[config.mk]
export PLATFORM = sky130hd
export DESIGN_NAME = calc
export DESIGN_NICKNAME = d
export VERILOG_FILES = /design/src/rtl/calc_pkg.sv /design/src/rtl/seg7_decoder.sv /design/src/rtl/calc.sv
export SDC_FILE = /design/constraint.sdc
export NUM_CORES = 1
export LEC_CHECK = 0
export CAP_MARGIN = 10
export CORE_ASPECT_RATIO = 1.75
export CORE_MARGIN = 4
export CORE_UTILIZATION = 45
export CTS_BUF_LIST = sky130_fd_sc_hd__clkbuf_4
export CTS_CLUSTER_DIAMETER = 120
export CTS_CLUSTER_SIZE = 28
export DETAILED_ROUTE_END_ITERATION = 8
export DONT_BUFFER_PORTS = 1
export SETUP_SLACK_MARGIN = 0.02
export SLEW_MARGIN = 20
export SYNTH_ARGS = -nofsm -noshare
export SYNTH_HDL_FRONTEND = slang
export SYNTH_HIERARCHICAL = 1
export SYNTH_SLANG_ARGS = --single-unit
[constraint.sdc]
create_clock -name clk -period 35.6 [get_ports clk]
set_input_delay 7.12 -clock clk [delete_from_list [all_inputs] [get_ports clk]]
set_output_delay 7.12 -clock clk [all_outputs]
set_load 0.02 [all_outputs]
[src/rtl/calc_pkg.sv]
`default_nettype none
// ============================================================================
//  Module      : calc_pkg
//  Description : Shared types and constants for the BCD calculator: operation
//                encoding, seven-segment patterns and magnitude sizing.
//  Revision    : 1.0 - initial release
// ============================================================================
package calc_pkg;

    // Operation selected by the one-hot button group
    typedef enum logic [2:0] {
        OP_NONE = 3'd0,
        OP_ADD  = 3'd1,
        OP_SUB  = 3'd2,
        OP_MUL  = 3'd3,
        OP_DIV  = 3'd4,
        OP_CLR  = 3'd5
    } op_e;

    // Largest magnitude the datapath can produce (99 * 99)
    localparam int MAX_MAG = 9801;
    localparam int MAG_W   = $clog2(MAX_MAG + 1);

    // Active-low segment patterns, left to right = a..g
    localparam logic [6:0] C_SEG_0    = 7'b0000001;
    localparam logic [6:0] C_SEG_1    = 7'b1001111;
    localparam logic [6:0] C_SEG_2    = 7'b0010010;
    localparam logic [6:0] C_SEG_3    = 7'b0000110;
    localparam logic [6:0] C_SEG_4    = 7'b1001100;
    localparam logic [6:0] C_SEG_5    = 7'b0100100;
    localparam logic [6:0] C_SEG_6    = 7'b0100000;
    localparam logic [6:0] C_SEG_7    = 7'b0001111;
    localparam logic [6:0] C_SEG_8    = 7'b0000000;
    localparam logic [6:0] C_SEG_9    = 7'b0000100;
    localparam logic [6:0] C_SEG_DASH = 7'b1111110;
    localparam logic [6:0] C_SEG_OFF  = 7'b1111111;

    // Saturate a keyed-in digit to the legal BCD range
    function automatic logic [3:0] clamp_digit(input logic [3:0] i_d);
        return (i_d > 4'd9) ? 4'd9 : i_d;
    endfunction

endpackage
`default_nettype wire

[src/rtl/seg7_decoder.sv]
`default_nettype none
// ============================================================================
//  Module      : seg7_decoder
//  Description : BCD digit to active-low seven-segment pattern (a..g).
//                Non-BCD codes blank the digit.
//  Revision    : 1.0 - initial release
// ============================================================================
module seg7_decoder
    import calc_pkg::*;
(
    input  logic [3:0] i_bcd,
    output logic [0:6] o_seg
);

    // Pattern lookup for the selected digit
    always_comb begin
        o_seg = C_SEG_OFF;
        case (i_bcd)
            4'd0:    o_seg = C_SEG_0;
            4'd1:    o_seg = C_SEG_1;
            4'd2:    o_seg = C_SEG_2;
            4'd3:    o_seg = C_SEG_3;
            4'd4:    o_seg = C_SEG_4;
            4'd5:    o_seg = C_SEG_5;
            4'd6:    o_seg = C_SEG_6;
            4'd7:    o_seg = C_SEG_7;
            4'd8:    o_seg = C_SEG_8;
            4'd9:    o_seg = C_SEG_9;
            default: o_seg = C_SEG_OFF;
        endcase
    end

endmodule
`default_nettype wire

[src/rtl/calc.sv]
`default_nettype none
// ============================================================================
//  Module      : calc
//  Description : Two-operand decimal calculator (add/sub/mul/div/clear) with
//                a registered result and a 4-digit multiplexed common-anode
//                seven-segment display driver.
//  Revision    : 1.0 - initial release
// ============================================================================
module calc
    import calc_pkg::*;
#(
    parameter int CNT_W = 18
)(
    input  logic       clk,
    input  logic       rst,
    input  logic [3:0] B1,
    input  logic [3:0] B2,
    input  logic [3:0] B3,
    input  logic [3:0] B4,
    input  logic       B5,
    input  logic       B6,
    input  logic       B7,
    input  logic       B8,
    input  logic       B9,
    output logic [0:6] result,
    output logic       dot,
    output logic [0:6] seg,
    output logic [0:3] en
);

    logic [MAG_W-1:0] r_mag;
    logic             r_neg;
    logic             r_err;
    logic [CNT_W-1:0] r_cnt;

    logic [6:0]       w_a;
    logic [6:0]       w_b;
    op_e              w_op;
    logic [15:0]      w_bcd;
    logic [1:0]       w_sel;
    logic [3:0]       w_digit;
    logic [0:6]       w_dec_seg;

    // Operands: clamped BCD digit pairs folded to binary 0..99
    assign w_a = 7'(clamp_digit(B1)) * 7'd10 + 7'(clamp_digit(B2));
    assign w_b = 7'(clamp_digit(B3)) * 7'd10 + 7'(clamp_digit(B4));

    // Button priority encoder: add wins over everything below it
    always_comb begin
        w_op = OP_NONE;
        if (B5)      w_op = OP_ADD;
        else if (B6) w_op = OP_SUB;
        else if (B7) w_op = OP_MUL;
        else if (B8) w_op = OP_DIV;
        else if (B9) w_op = OP_CLR;
    end

    // Result registers and refresh counter; idle buttons hold the result
    always_ff @(posedge clk) begin
        if (rst) begin
            r_mag <= '0;
            r_neg <= 1'b0;
            r_err <= 1'b0;
            r_cnt <= '0;
        end else begin
            r_cnt <= r_cnt + 1'b1;
            case (w_op)
                OP_ADD: begin
                    r_mag <= MAG_W'(w_a) + MAG_W'(w_b);
                    r_neg <= 1'b0;
                    r_err <= 1'b0;
                end
                OP_SUB: begin
                    if (w_a >= w_b) begin
                        r_mag <= MAG_W'(w_a - w_b);
                        r_neg <= 1'b0;
                    end else begin
                        r_mag <= MAG_W'(w_b - w_a);
                        r_neg <= 1'b1;
                    end
                    r_err <= 1'b0;
                end
                OP_MUL: begin
                    r_mag <= MAG_W'(w_a) * MAG_W'(w_b);
                    r_neg <= 1'b0;
                    r_err <= 1'b0;
                end
                OP_DIV: begin
                    r_neg <= 1'b0;
                    if (w_b == 7'd0) begin
                        r_mag <= '0;
                        r_err <= 1'b1;
                    end else begin
                        r_mag <= MAG_W'(w_a / w_b);
                        r_err <= 1'b0;
                    end
                end
                OP_CLR: begin
                    r_mag <= '0;
                    r_neg <= 1'b0;
                    r_err <= 1'b0;
                end
                default: begin
                    r_mag <= r_mag;
                    r_neg <= r_neg;
                    r_err <= r_err;
                end
            endcase
        end
    end

    // Binary to packed BCD (thousands in [15:12]) by shift-and-add-3
    always_comb begin
        w_bcd = '0;
        for (int i = MAG_W - 1; i >= 0; i--) begin
            for (int d = 0; d < 4; d++) begin
                if (w_bcd[d*4 +: 4] >= 4'd5)
                    w_bcd[d*4 +: 4] = w_bcd[d*4 +: 4] + 4'd3;
            end
            w_bcd = {w_bcd[14:0], r_mag[i]};
        end
    end

    assign w_sel = r_cnt[CNT_W-1 -: 2];

    // Pick the digit for the currently enabled anode
    always_comb begin
        w_digit = w_bcd[15:12];
        case (w_sel)
            2'd0: w_digit = w_bcd[15:12];
            2'd1: w_digit = w_bcd[11:8];
            2'd2: w_digit = w_bcd[7:4];
            2'd3: w_digit = w_bcd[3:0];
            default: w_digit = w_bcd[15:12];
        endcase
    end

    seg7_decoder u_seg7_decoder (
        .i_bcd (w_digit),
        .o_seg (w_dec_seg)
    );

    // One active-low anode; en[0] is the thousands position
    always_comb begin
        en        = 4'b1111;
        en[w_sel] = 1'b0;
    end

    assign seg    = r_err ? C_SEG_DASH : w_dec_seg;
    assign dot    = ~(r_neg & (w_sel == 2'd0));
    assign result = r_mag[6:0];

endmodule
`default_nettype wire

==> results.py <==
metrics = {
    "worst_setup_path": {
        "crit_path_max_fanout": 13,
        "crit_path_max_incr_delay_ns": 0.54,
        "worstPathRequired_ns": 35.85,
        "rrSetupSlack_ns": 33.48,
        "arrival_ns": 33.41,
        "cp-start-kind": "input port",
        "end_kind": "register",
        "rr_worst_depth": 8,
        "critPathKind": "in -> reg",
        "r2r_start": "r_cnt[3]",
        "slowest_stage": "fa_1",
        "path_common_cell": "o21a_1",
        "path_delay_family": "compound AO/OA/AOI/OAI gates",
        "crit_buf_inv": 1,
        "r2r-end": "r_cnt[17]",
    },
    "synth": {
        "synth_seq_area_share_pct": 5.65,
        "synth_edf_count": 0,
        "syn-instance-count": 1614,
        "ys_ff_latch": 34,
        "synth.distinct_cells": 110,
        "syn-cell-area_um2": 12100,
        "syn_area_per_cell_um2": 7.47,
        "synthArstFlopShare_pct": 0,
        "ys.flop_type": "dfxtp_1",
        "ys_warn_count": 6,
    },
    "global_route": {
        "overflow": 0,
        "grt_antenna_before_repair": 1,
        "grt_pass1_wl_um": 54500,
        "grt_max_degree": 36,
        "grt_usage_pct": 21.7,
        "grt_pass1_vias": 11607,
    },
    "hold_path": {
        "holdCritStartpoint": "r_cnt[0]",
        "holdPathStages": 1,
        "hold_path_class": "reg -> reg",
        "min_to": "r_cnt[0]",
    },
    "cells_and_area": {
        "syn_to_final_growth_pct": 3.81,
        "layout-drive-gt1-share_pct": 7.19,
        "nets": 1852,
        "utilization_pct": 47.2,
        "nFillCells": 2734,
    },
    "sta": {
        "fmax_mhz": 30.2,
        "finalMaxSlewViolations": 0,
        "worst_pin_slew_ns": 0.937,
        "min_period_over_period_pct": 93.1,
        "hold_viol": 0,
        "layout_min_cycle_time_ns": 33.16,
        "skew_ns": 0.0130,
        "relSlewSlack_pct": 37.1,
        "rsz0062_at_grt": "false",
        "whs_ns": 0.444,
        "fin_tns_setup_ns": 0,
        "setup_viol": 0,
    },
    "job": {
        "cap_violations": 0,
    },
    "floorplanning": {
        "rows": 79,
        "dieArea_um2": 29600,
        "io_pins": 42,
        "die_x_um": 132,
        "start_util_pct": 45.5,
        "die_y_um": 225,
        "coreArea_um2": 26500,
    },
    "clock_tree": {
        "cts_hold_buf": 0,
        "cts-root-buf": "clkbuf_4",
        "cts.sinks": 34,
        "cts.clk_slew.worst_paths_ns": 0.11,
        "h-tree-depth": 2,
        "clk_latency_ns": 0.36,
        "cts_max_path_buffers": 2,
        "cts_tree": "yes",
        "numCtsBuffers": 5,
    },
    "route": {
        "routed_wl_um": 33100,
        "wl_per_cell_um": 17.2,
        "dr.first_iter.drc_count": 490,
        "dr.pass1.iters": 5,
        "viasPerCell": 6.08,
        "ant_nets": 0,
        "drc": 0,
        "num_vias": 11710,
    },
    "placed_design": {
        "routabilityCongestion": 0.914,
        "dp_hpwl_um": 27600,
        "io_buffers": 0,
    },
    "run_status": {
        "outcome": "completed",
    },
}
## synthesized netlist by cell type (9+ instances only)
| master | instances | area, um2 |
|---|---|---|
| or2_2 | 16 | 100 |
| nor2b_1 | 33 | 206 |
| o211ai_1 | 13 | 97.6 |
| xnor2_1 | 36 | 315 |
| mux2i_1 | 28 | 280 |
| o21ai_0 | 88 | 440 |
| nand2b_1 | 42 | 263 |
| dfxtp_1 | 34 | 681 |
| xor2_1 | 26 | 228 |
| a21oi_1 | 85 | 425 |
| nand3_1 | 29 | 145 |
| ha_1 | 200 | 2500 |
| clkbuf_1 | 23 | 86.3 |
| nor3_1 | 65 | 325 |
| a31oi_1 | 20 | 125 |
| and2_1 | 11 | 68.8 |
| nor4_1 | 17 | 106 |
| fa_1 | 30 | 601 |
| inv_1 | 151 | 567 |
| nor2_1 | 147 | 552 |
| o21a_1 | 49 | 368 |
| a221oi_1 | 9 | 78.8 |
| nand4_1 | 10 | 62.6 |
| a211o_1 | 10 | 87.6 |
| o31ai_1 | 19 | 143 |
| nand2_1 | 113 | 424 |
| and3_1 | 16 | 100 |
| a21o_1 | 24 | 180 |
| a211oi_1 | 19 | 143 |
| mux2_2 | 29 | 327 |
| o21bai_1 | 14 | 105 |
| or3_1 | 23 | 144 |
## kinds of logic (layout without fill, tap and decap cells)
group | Yosys count | after routing | synth area share [%]
AOI/OAI and AO/OA | 468 | 468 | 27.8
xor gates and xnor gates | 65 | 65 | 5.00
adders and majority gates | 231 | 231 | 25.8
buffers and inverters | 193 | 173 | 6.46
DFF | 34 | 34 | 5.65
muxes | 63 | 63 | 5.89
other | 2 | 9 | 0.0623
and+or+nand+nor | 558 | 558 | 23.3
## sequential cells by signal, summed over array words and instances (netlist names)
register,flops
r_err,1
r_cnt,18
r_mag,14
r_neg,1
## metal layers
layer	up-vias	share of wire [%]	GRT usage (%)
met4	0	3.6	8.61
met5	-	0	0
met1	5558	38	21.7
li1	5875	-	-
met2	198	56	45.8
met3	79	2.2	1.07
## per-stage QoR
stage	cells	cell area, um2	worst slack, ns
after floorplan	1620	12100	4.43
after detailed placement	1916	12400	1.76
after global placement	1916	12400	2.55
after global routing	1925	12500	0.0372
final	1925	12500	2.44
after CTS	1924	12500	2.06
## cell type report
| type | instances | area, um2 | area share, % |
|---|---|---|---|
| inverter | 153 | 574 | 4.59 |
| sequential | 34 | 681 | 5.44 |
| clock inverter | 3 | 63.8 | 0.510 |
| multi-input combinational | 1393 | 10700 | 85.2 |
| clock buffer | 5 | 37.5 | 0.300 |
| timing repair buffer | 12 | 90.1 | 0.720 |
| tap | 324 | 405 | 3.24 |
| antenna | 1 | 2.50 | 0.0200 |
## layout by cell type (no fill, tap or decap), types with 30 or more instances in the layout
| master | n |
|---|---|
| ha_1 | 200 |
| dfxtp_1 | 34 |
| nand2_1 | 113 |
| nor3_1 | 63 |
| o21a_1 | 49 |
| fa_1 | 30 |
| o21ai_0 | 88 |
| nand2b_1 | 42 |
| xnor2_1 | 35 |
| nor2_1 | 147 |
| a21oi_1 | 84 |
| nor2b_1 | 33 |
| inv_1 | 151 |
## what timing repair did
action	CTS	global route
resized for setup	0	3
setup endpoints to repair	0	1
setup buffers	0	0
## worst max path at each step
stage	end	cells past startpoint	startpoint	slack, ns
floorplan	r_mag[0]	121	B3[2]	4.43
global placement	r_mag[0]	118	B3[1]	2.55
detailed placement	r_mag[0]	117	B3[1]	1.76
CTS	r_mag[0]	117	B3[1]	2.06
global route	r_mag[0]	120	B3[1]	0.04
finish	r_mag[0]	119	B3[1]	2.44
Power is not shown: default switching activity piles up to over one toggle a cycle in this logic, so the estimate is an artifact.
